File: src/rtl/mem_req_arbiter.sv
// Round-robin arbiter of icache-miss and vector-unit requests onto one memory port, with read-credit limit and response routing by access_id; ARB_BURST_LOCK_EN adds burst locking.
// Latency: request to mem_req 1 cycle (registered), mem_rsp to ic_rsp/vu_rsp 1 cycle (registered).
// Backpressure: no grant while mem_req is held by !mem_ready_i or while read credits are exhausted.
package mem_req_pkg;
    localparam int ACCESS_ID_WIDTH = 8;

    typedef enum logic [1:0] {
        READ_REQ  = 2'd0,
        WRITE_REQ = 2'd1
    } access_type_t;

    typedef struct packed {
        logic                       vld;
        access_type_t               access_type;
        logic [ACCESS_ID_WIDTH-1:0] access_id;
        logic [31:0]                addr;
        logic [7:0]                 access_length;
        logic [31:0]                data;
    } request_t;
endpackage

module mem_req_arbiter
    import mem_req_pkg::*;
#(
    parameter int unsigned MAX_OUTSTANDING = 64,
    parameter logic [1:0]  ICACHE_ID_TAG   = 2'b01
) (
    input  logic       clk,
    input  logic       reset,
    input  request_t   ic_req_i,
    output logic       ic_grant_o,
    output request_t   ic_rsp_o,
    input  request_t   vu_req_i,
    output logic       vu_grant_o,
    output request_t   vu_rsp_o,
    output request_t   mem_req_o,
    input  logic       mem_ready_i,
    input  request_t   mem_rsp_i,
    output logic [7:0] credits_free_o
);
    request_t   mem_req_q, mem_req_d;
    request_t   ic_rsp_q, ic_rsp_d;
    request_t   vu_rsp_q, vu_rsp_d;
    request_t   win_req;
    logic [7:0] outstanding_q, outstanding_d;
    logic       rr_ptr_q, rr_ptr_d;
    logic       slot_free, can_issue, winner, win_vld, grant;
    logic       read_issue, pending_read, rsp_vld;
    logic [8:0] committed;
    logic [1:0] rsp_tag;
`ifdef ARB_BURST_LOCK_EN
    logic       lock_q, lock_d;
    logic       lock_port_q, lock_port_d;
    logic [7:0] burst_cnt_q, burst_cnt_d;
`endif

    assign slot_free    = !mem_req_q.vld || mem_ready_i;
    assign pending_read = mem_req_q.vld && (mem_req_q.access_type == READ_REQ);
    assign read_issue   = pending_read && mem_ready_i;
    assign rsp_vld      = mem_rsp_i.vld;
    assign rsp_tag      = mem_rsp_i.access_id[ACCESS_ID_WIDTH-1 -: 2];

    // A read parked in the output slot already owns a credit, so it is counted before it is accepted.
    assign committed = {1'b0, outstanding_q} + {8'd0, pending_read};
    assign can_issue = !reset && slot_free && (committed < 9'(MAX_OUTSTANDING));

    always_comb begin
        winner = rr_ptr_q;
        if (ic_req_i.vld && !vu_req_i.vld) begin
            winner = 1'b0;
        end else if (vu_req_i.vld && !ic_req_i.vld) begin
            winner = 1'b1;
        end
`ifdef ARB_BURST_LOCK_EN
        if (lock_q) begin
            winner = lock_port_q;
        end
`endif
    end

    assign win_req    = winner ? vu_req_i : ic_req_i;
    assign win_vld    = win_req.vld;
    assign grant      = can_issue && win_vld;
    assign ic_grant_o = grant && !winner;
    assign vu_grant_o = grant && winner;

    always_comb begin
        mem_req_d = mem_req_q;
        if (grant) begin
            mem_req_d = win_req;
        end else if (slot_free) begin
            mem_req_d = '0;
        end

        outstanding_d = outstanding_q;
        if (read_issue && !rsp_vld && outstanding_q != 8'hFF) begin
            outstanding_d = outstanding_q + 8'd1;
        end else if (rsp_vld && !read_issue && outstanding_q != 8'd0) begin
            outstanding_d = outstanding_q - 8'd1;
        end

        ic_rsp_d = '0;
        vu_rsp_d = '0;
        if (rsp_vld) begin
            if (rsp_tag == ICACHE_ID_TAG) begin
                ic_rsp_d = mem_rsp_i;
            end else begin
                vu_rsp_d = mem_rsp_i;
            end
        end

        rr_ptr_d = rr_ptr_q;
`ifdef ARB_BURST_LOCK_EN
        lock_d      = lock_q;
        lock_port_d = lock_port_q;
        burst_cnt_d = burst_cnt_q;
        if (grant) begin
            if (lock_q) begin
                burst_cnt_d = burst_cnt_q - 8'd1;
                if (burst_cnt_q == 8'd1) begin
                    lock_d   = 1'b0;
                    rr_ptr_d = ~lock_port_q;
                end
            end else if (win_req.access_length > 8'd1) begin
                // burst_cnt holds the grants still owed to the owner after this one
                lock_d      = 1'b1;
                lock_port_d = winner;
                burst_cnt_d = win_req.access_length - 8'd1;
            end else begin
                rr_ptr_d = ~winner;
            end
        end
`else
        if (grant) begin
            rr_ptr_d = ~winner;
        end
`endif
    end

    always_ff @(posedge clk) begin
        if (reset) begin
            mem_req_q     <= '0;
            ic_rsp_q      <= '0;
            vu_rsp_q      <= '0;
            outstanding_q <= 8'd0;
            rr_ptr_q      <= 1'b0;
`ifdef ARB_BURST_LOCK_EN
            lock_q        <= 1'b0;
            lock_port_q   <= 1'b0;
            burst_cnt_q   <= 8'd0;
`endif
        end else begin
            assert (!(rsp_vld && !read_issue && outstanding_q == 8'd0));
            mem_req_q     <= mem_req_d;
            ic_rsp_q      <= ic_rsp_d;
            vu_rsp_q      <= vu_rsp_d;
            outstanding_q <= outstanding_d;
            rr_ptr_q      <= rr_ptr_d;
`ifdef ARB_BURST_LOCK_EN
            lock_q        <= lock_d;
            lock_port_q   <= lock_port_d;
            burst_cnt_q   <= burst_cnt_d;
`endif
        end
    end

    assign mem_req_o      = mem_req_q;
    assign ic_rsp_o       = ic_rsp_q;
    assign vu_rsp_o       = vu_rsp_q;
    assign credits_free_o = 8'(MAX_OUTSTANDING) - outstanding_q;
endmodule

File: config.mk
export PLATFORM = sky130hd
export DESIGN_NAME = mem_req_arbiter
export DESIGN_NICKNAME = d
export VERILOG_FILES = /design/src/rtl/mem_req_arbiter.sv
export SDC_FILE = /design/constraint.sdc
export NUM_CORES = 1
export LEC_CHECK = 0
export CELL_PAD_IN_SITES_DETAIL_PLACEMENT = 0
export CELL_PAD_IN_SITES_GLOBAL_PLACEMENT = 1
export CORE_AREA = 2 2 200 202
export CTS_CLUSTER_DIAMETER = 50
export CTS_CLUSTER_SIZE = 20
export DETAILED_ROUTE_END_ITERATION = 8
export DIE_AREA = 0 0 202 204
export GPL_ROUTABILITY_DRIVEN = 0
export GPL_TIMING_DRIVEN = 1
export PLACE_DENSITY_LB_ADDON = 0.1
export SYNTH_ARGS = -nofsm -noshare
export SYNTH_HDL_FRONTEND = slang
export SYNTH_SLANG_ARGS = --single-unit
export TNS_END_PERCENT = 1
File: constraint.sdc
create_clock -name clk -period 4.3 [get_ports clk]
set_clock_uncertainty 0.2 [all_clocks]
set_input_delay 1.075 -clock clk [delete_from_list [all_inputs] [get_ports clk]]
set_output_delay 1.075 -clock clk [all_outputs]
set_load 0.01 [all_outputs]
**Word-level counts from Yosys, hierarchy flattened**

Cells that the tools add are included.

- Reduce and logical (&&, ||, !) cells: 28
- Equality and inequality tests: 2
- Order comparisons: 1
- Bitwise gates (word level): 3
- Add/subtract/negate cells: 4
- Multiplexer cells: 9

Operator list:

| cell | count |
|---|---|
| $mux 83 | 5 |
| $mux 8 | 2 |
| $logic_and 1x1->1 | 13 |
| $add 8x1->9 | 1 |
| $lt 9x7->1 const B | 1 |
| $add 8x1->8 const B | 1 |
| $ne 8x8->1 const B | 1 |
| $reduce_bool 8->1 | 1 |
| $sub 7x8->8 const A | 1 |
| $sub 8x1->8 const B | 1 |
| $logic_not 1->1 | 7 |
| $reduce_or 3->1 | 2 |
| $reduce_bool 2->1 | 2 |
| $not 1->1 | 3 |
| $eq 2x1->1 const B | 1 |
| $logic_not 2->1 | 1 |
| $mux 1 | 2 |
| $reduce_or 2->1 | 1 |
| $logic_or 1x1->1 | 1 |

- Output and inout bits: 259
- Register bits: 258
- Input port bits: 252
- Logic and storage cells: 67

**Longest topological paths before layout**

- Word-level depth: 8
- Mapped depth: 10
- Depth with buffers taken out: 9

**Least setup slack after synthesis**

No wires, ideal clock.

- Kind: input to output
- Start: in reset
- End: out vu_grant_o
- Stages: 4
- Slack: 0.883 ns
- Path buffers: 2
- Arrival time: 2.142 ns
- Required time: 3.025 ns
- Cell sequence: buf_2 or3_4 nor4b_2 buf_2

- Word-level cells in the longest chain between the ends: 5

RTL lines:

| element | line | text |
|---|---|---|
| start: declaration | 29 | `input logic reset,` |
| $logic_not 1->1 | 65 | `assign can_issue = !reset && slot_free && (committed < 9'(MAX_OUTSTANDING));` |
| $logic_and 1x1->1 (2 in series) | 65 |  |
| $logic_and 1x1->1 | 83 | `assign grant = can_issue && win_vld;` |
| $logic_and 1x1->1 | 85 | `assign vu_grant_o = grant && winner;` |
| end: declaration | 34 | `output logic vu_grant_o,` |

No other way between the ends.

**Worst setup path after layout**

- Start: in ic_req_i[82] (netlist name)
- End: out ic_grant_o

- Word-level cells in the longest chain between the ends: 7

RTL lines:

| element | line | text |
|---|---|---|
| start: declaration | 30 | `input request_t ic_req_i,` |
| $logic_not 1->1 | 71 | `end else if (vu_req_i.vld && !ic_req_i.vld) begin` |
| $logic_and 1x1->1 | 71 |  |
| $mux 1 | 71 |  |
| $mux 1 | 69 | `if (ic_req_i.vld && !vu_req_i.vld) begin` |
| $mux 83 | 81 | `assign win_req = winner ? vu_req_i : ic_req_i;` |
| $logic_and 1x1->1 | 83 |  |
| $logic_and 1x1->1 * | 84 | `assign ic_grant_o = grant && !winner;` |
| end: declaration | 31 | `output logic ic_grant_o,` |

Every way passes the cells marked *; elsewhere a longest branch is shown, timed or not.

==> results_dict.tcl <==
set metrics [dict create \
    hp-class "register to register" \
    slew_violations 0 \
    clock-sinks 258 \
    cts_tree "yes" \
    stdcell_count 1798 \
    ant_nets 0 \
    worstSetupEndpointType "primary output" \
    final_core_util_pct 39.1 \
    status "completed" \
    power.density_nw_per_um2 498 \
    timing.fmax_mhz 240 \
    slowest_stage "clkdlybuf4s50_1" \
    floorplan.initialDensity_pct 21.4 \
    drt-pass1-iter-count 8 \
    synthFlopType "dfxtp_1" \
    final_cell_mix "clkdlybuf4s50_1, dfxtp_1, and2_1, nor2_1, a222oi_1" \
    ir_drop_mv 0.271 \
    drt-vias-per-instance 4.26 \
    dpl.cell_count 1726 \
    min_period_ns 4.17 \
    criticalPathCategory "input port to primary output" \
    fin_hold_ws_ns 0.258 \
    hold_buffers 0 \
    ys_ff_latch 258 \
    start_kind "input port" \
    grt_max_degree 84 \
    layout.nets 1503 \
    r2r_setup_slack_ns 1.46 \
    setup_violations 0 \
    worst_pin_slew_ns 1.03 \
    grt_pass1_wl_um 51100 \
    design.core.area_um2 39200 \
    drive_above_1_share_pct 6.92 \
    die_x_um 202 \
    drv_cap 0 \
    clkTransAtPathRegs_ns 0.05 \
    rsz0062_at_grt "no" \
    syn2layout_area_growth_pct 83.1 \
    die-area_um2 41200 \
    r2r_start "outstanding_q[0]" \
    overflow 0 \
    wl_per_cell_um 19.9 \
    port_buffers 510 \
    cellLeakagePower_nw 5.78 \
    hold_path_end "mem_req_o[67]" \
    grt_pass1_vias 7781 \
    die_y_um 204 \
    io_pins 511 \
    finalCritPeriodShare_pct 97.0 \
    syn_inst 739 \
    cts_root_buf "clkbuf_16" \
    syn_nets 1000 \
    track_usage_pct 16.7 \
    critical_path_required_ns 3.02 \
    hold_start "mem_req_o[67]" \
    yosys_warnings 0 \
    cts_max_level 2 \
    cp_common_cell "clkdlybuf4s50_1" \
    syn-mean-instance-area_um2 11.3 \
    cts_resized 0 \
    postSynth.asyncResetShare_pct 0 \
    route.detailed.drc 0 \
    dp.final_hpwl_um 25500 \
    yosysUniqueCellTypes 46 \
    antenna_found_initial 6 \
    synth_edf_count 0 \
    synth_seq_area_share_pct 61.7 \
    clock_path_buffers 3 \
    cp_max_fo 2 \
    cp.arrival_ns 2.90 \
    num_vias 7653 \
    hold_depth 2 \
    final_hold_viol_count 0 \
    r2r_end "outstanding_q[6]" \
    r2r_cells 9 \
    max_slew_margin_pct 31.4 \
    path_cells "clkdlybuf4s50_1, inv_1, maj3_1, nor4_4, clkdlybuf4s50_1" \
    clock_latency_ns 0.53 \
    worst_slack_ns 0.127 \
    slowest_delay_ns 0.58 \
    tns_ns 0 \
    rows 73 \
    cts-buffers-inserted 39 \
    dp_slack_ns 0.133 \
    cts_setup_buffers 0 \
    initialDrtViolationCount 616 \
    layout_commonest_cell "clkdlybuf4s50_1" \
    synth_area_um2 8370 \
    wl_um 35800 \
]
==> flip-flops by register name (all words and copies together) (netlist names) <==
register,flops
vu_rsp_o,83
mem_req_o,83
rr_ptr_q,1
ic_rsp_o,83
outstanding_q,8
==> worst max-delay path: cells and delay by family <==
| kind | cells | cell delay [ns] |
|---|---|---|
| adders and majority gates | 1 | 0.41 |
| and+or+nand+nor | 1 | 0.31 |
| buffers and inverters | 3 | 1.11 |
==> synthesized netlist by cell type, drive strengths merged, types with 3 or more instances <==
cell / number / area [µm²]
clkbuf: 37 / 139
a21o: 3 / 22.5
o21ai: 5 / 25.0
nand2b: 3 / 18.8
nand2: 7 / 28.8
xnor2: 8 / 70.1
a211oi: 3 / 22.5
nor3b: 4 / 46.3
inv: 4 / 15.0
nor2: 87 / 327
o21bai: 3 / 22.5
a21oi: 10 / 50.1
o211ai: 4 / 43.8
nand3: 3 / 15.0
buf: 20 / 178
and2: 161 / 1010
ha: 8 / 100
a211o: 3 / 26.3
a222oi: 81 / 811
dfxtp: 258 / 5160
nor3: 4 / 20.0
and3: 5 / 31.3
==> layer usage <==
layer,up-vias,track usage (%),wire length [µm]
met2,378,27.7,17300
met5,-,0,57
met4,8,6.83,1000
met1,3570,17.9,13200
li1,3637,-,-
met3,60,8.58,4280
==> stage by stage <==
step / area [µm²] / power, mW
floorplan: 8370 / 3.52
global placement: 13900 / 4.38
detailed placement: 13900 / 4.37
CTS: 15300 / 7.79
global route: 15300 / 8.02
finish: 15300 / 7.63
==> where the power goes <==
group / total (mW) / internal (mW) / switching (mW)
Sequential: 2.67 / 2.55 / 0.124
Combinational: 1.63 / 0.899 / 0.727
Clock: 3.34 / 2.16 / 1.17
Total: 7.63 / 5.61 / 2.02
==> worst max-delay path by stage <==
stage | end | slack (ns) | start | cells after the start
6_report | ic_grant_o | 0.13 | ic_req_i[82] | 5
4_1_cts | ic_grant_o | 0.12 | ic_req_i[82] | 5
3_5_place_dp | ic_grant_o | 0.13 | ic_req_i[82] | 5
3_3_place_gp | ic_grant_o | 0.13 | ic_req_i[82] | 5
5_1_grt | ic_grant_o | 0.04 | ic_req_i[82] | 5
2_1_floorplan | vu_grant_o | 0.88 | reset | 4
==> area by class of cell <==
| type | count | area (µm²) |
|---|---|---|
| Tap cell | 525 | 657 |
| Sequential cell | 258 | 5160 |
| Timing Repair Buffer | 519 | 5210 |
| Clock buffer | 46 | 1040 |
| Inverter | 4 | 15.0 |
| Fill cell | 3844 | 23900 |
| Multi-Input combinational cell | 420 | 2900 |
| Antenna cell | 2 | 5.00 |
| Clock inverter | 24 | 330 |
==> kinds of logic after synthesis <==
kind of cell / count (synthesis) / share of synthesized area [%]
AND/OR/NAND/NOR: 284 / 19.2
other: 1 / 0.0448
flip-flops: 258 / 61.7
AO/OA/AOI/OAI: 115 / 12.5
buffers and inverters: 61 / 3.96
adder cells (fa/ha/maj): 10 / 1.56
XOR/XNOR: 10 / 1.05
Power figures use the tool's default switching activity.
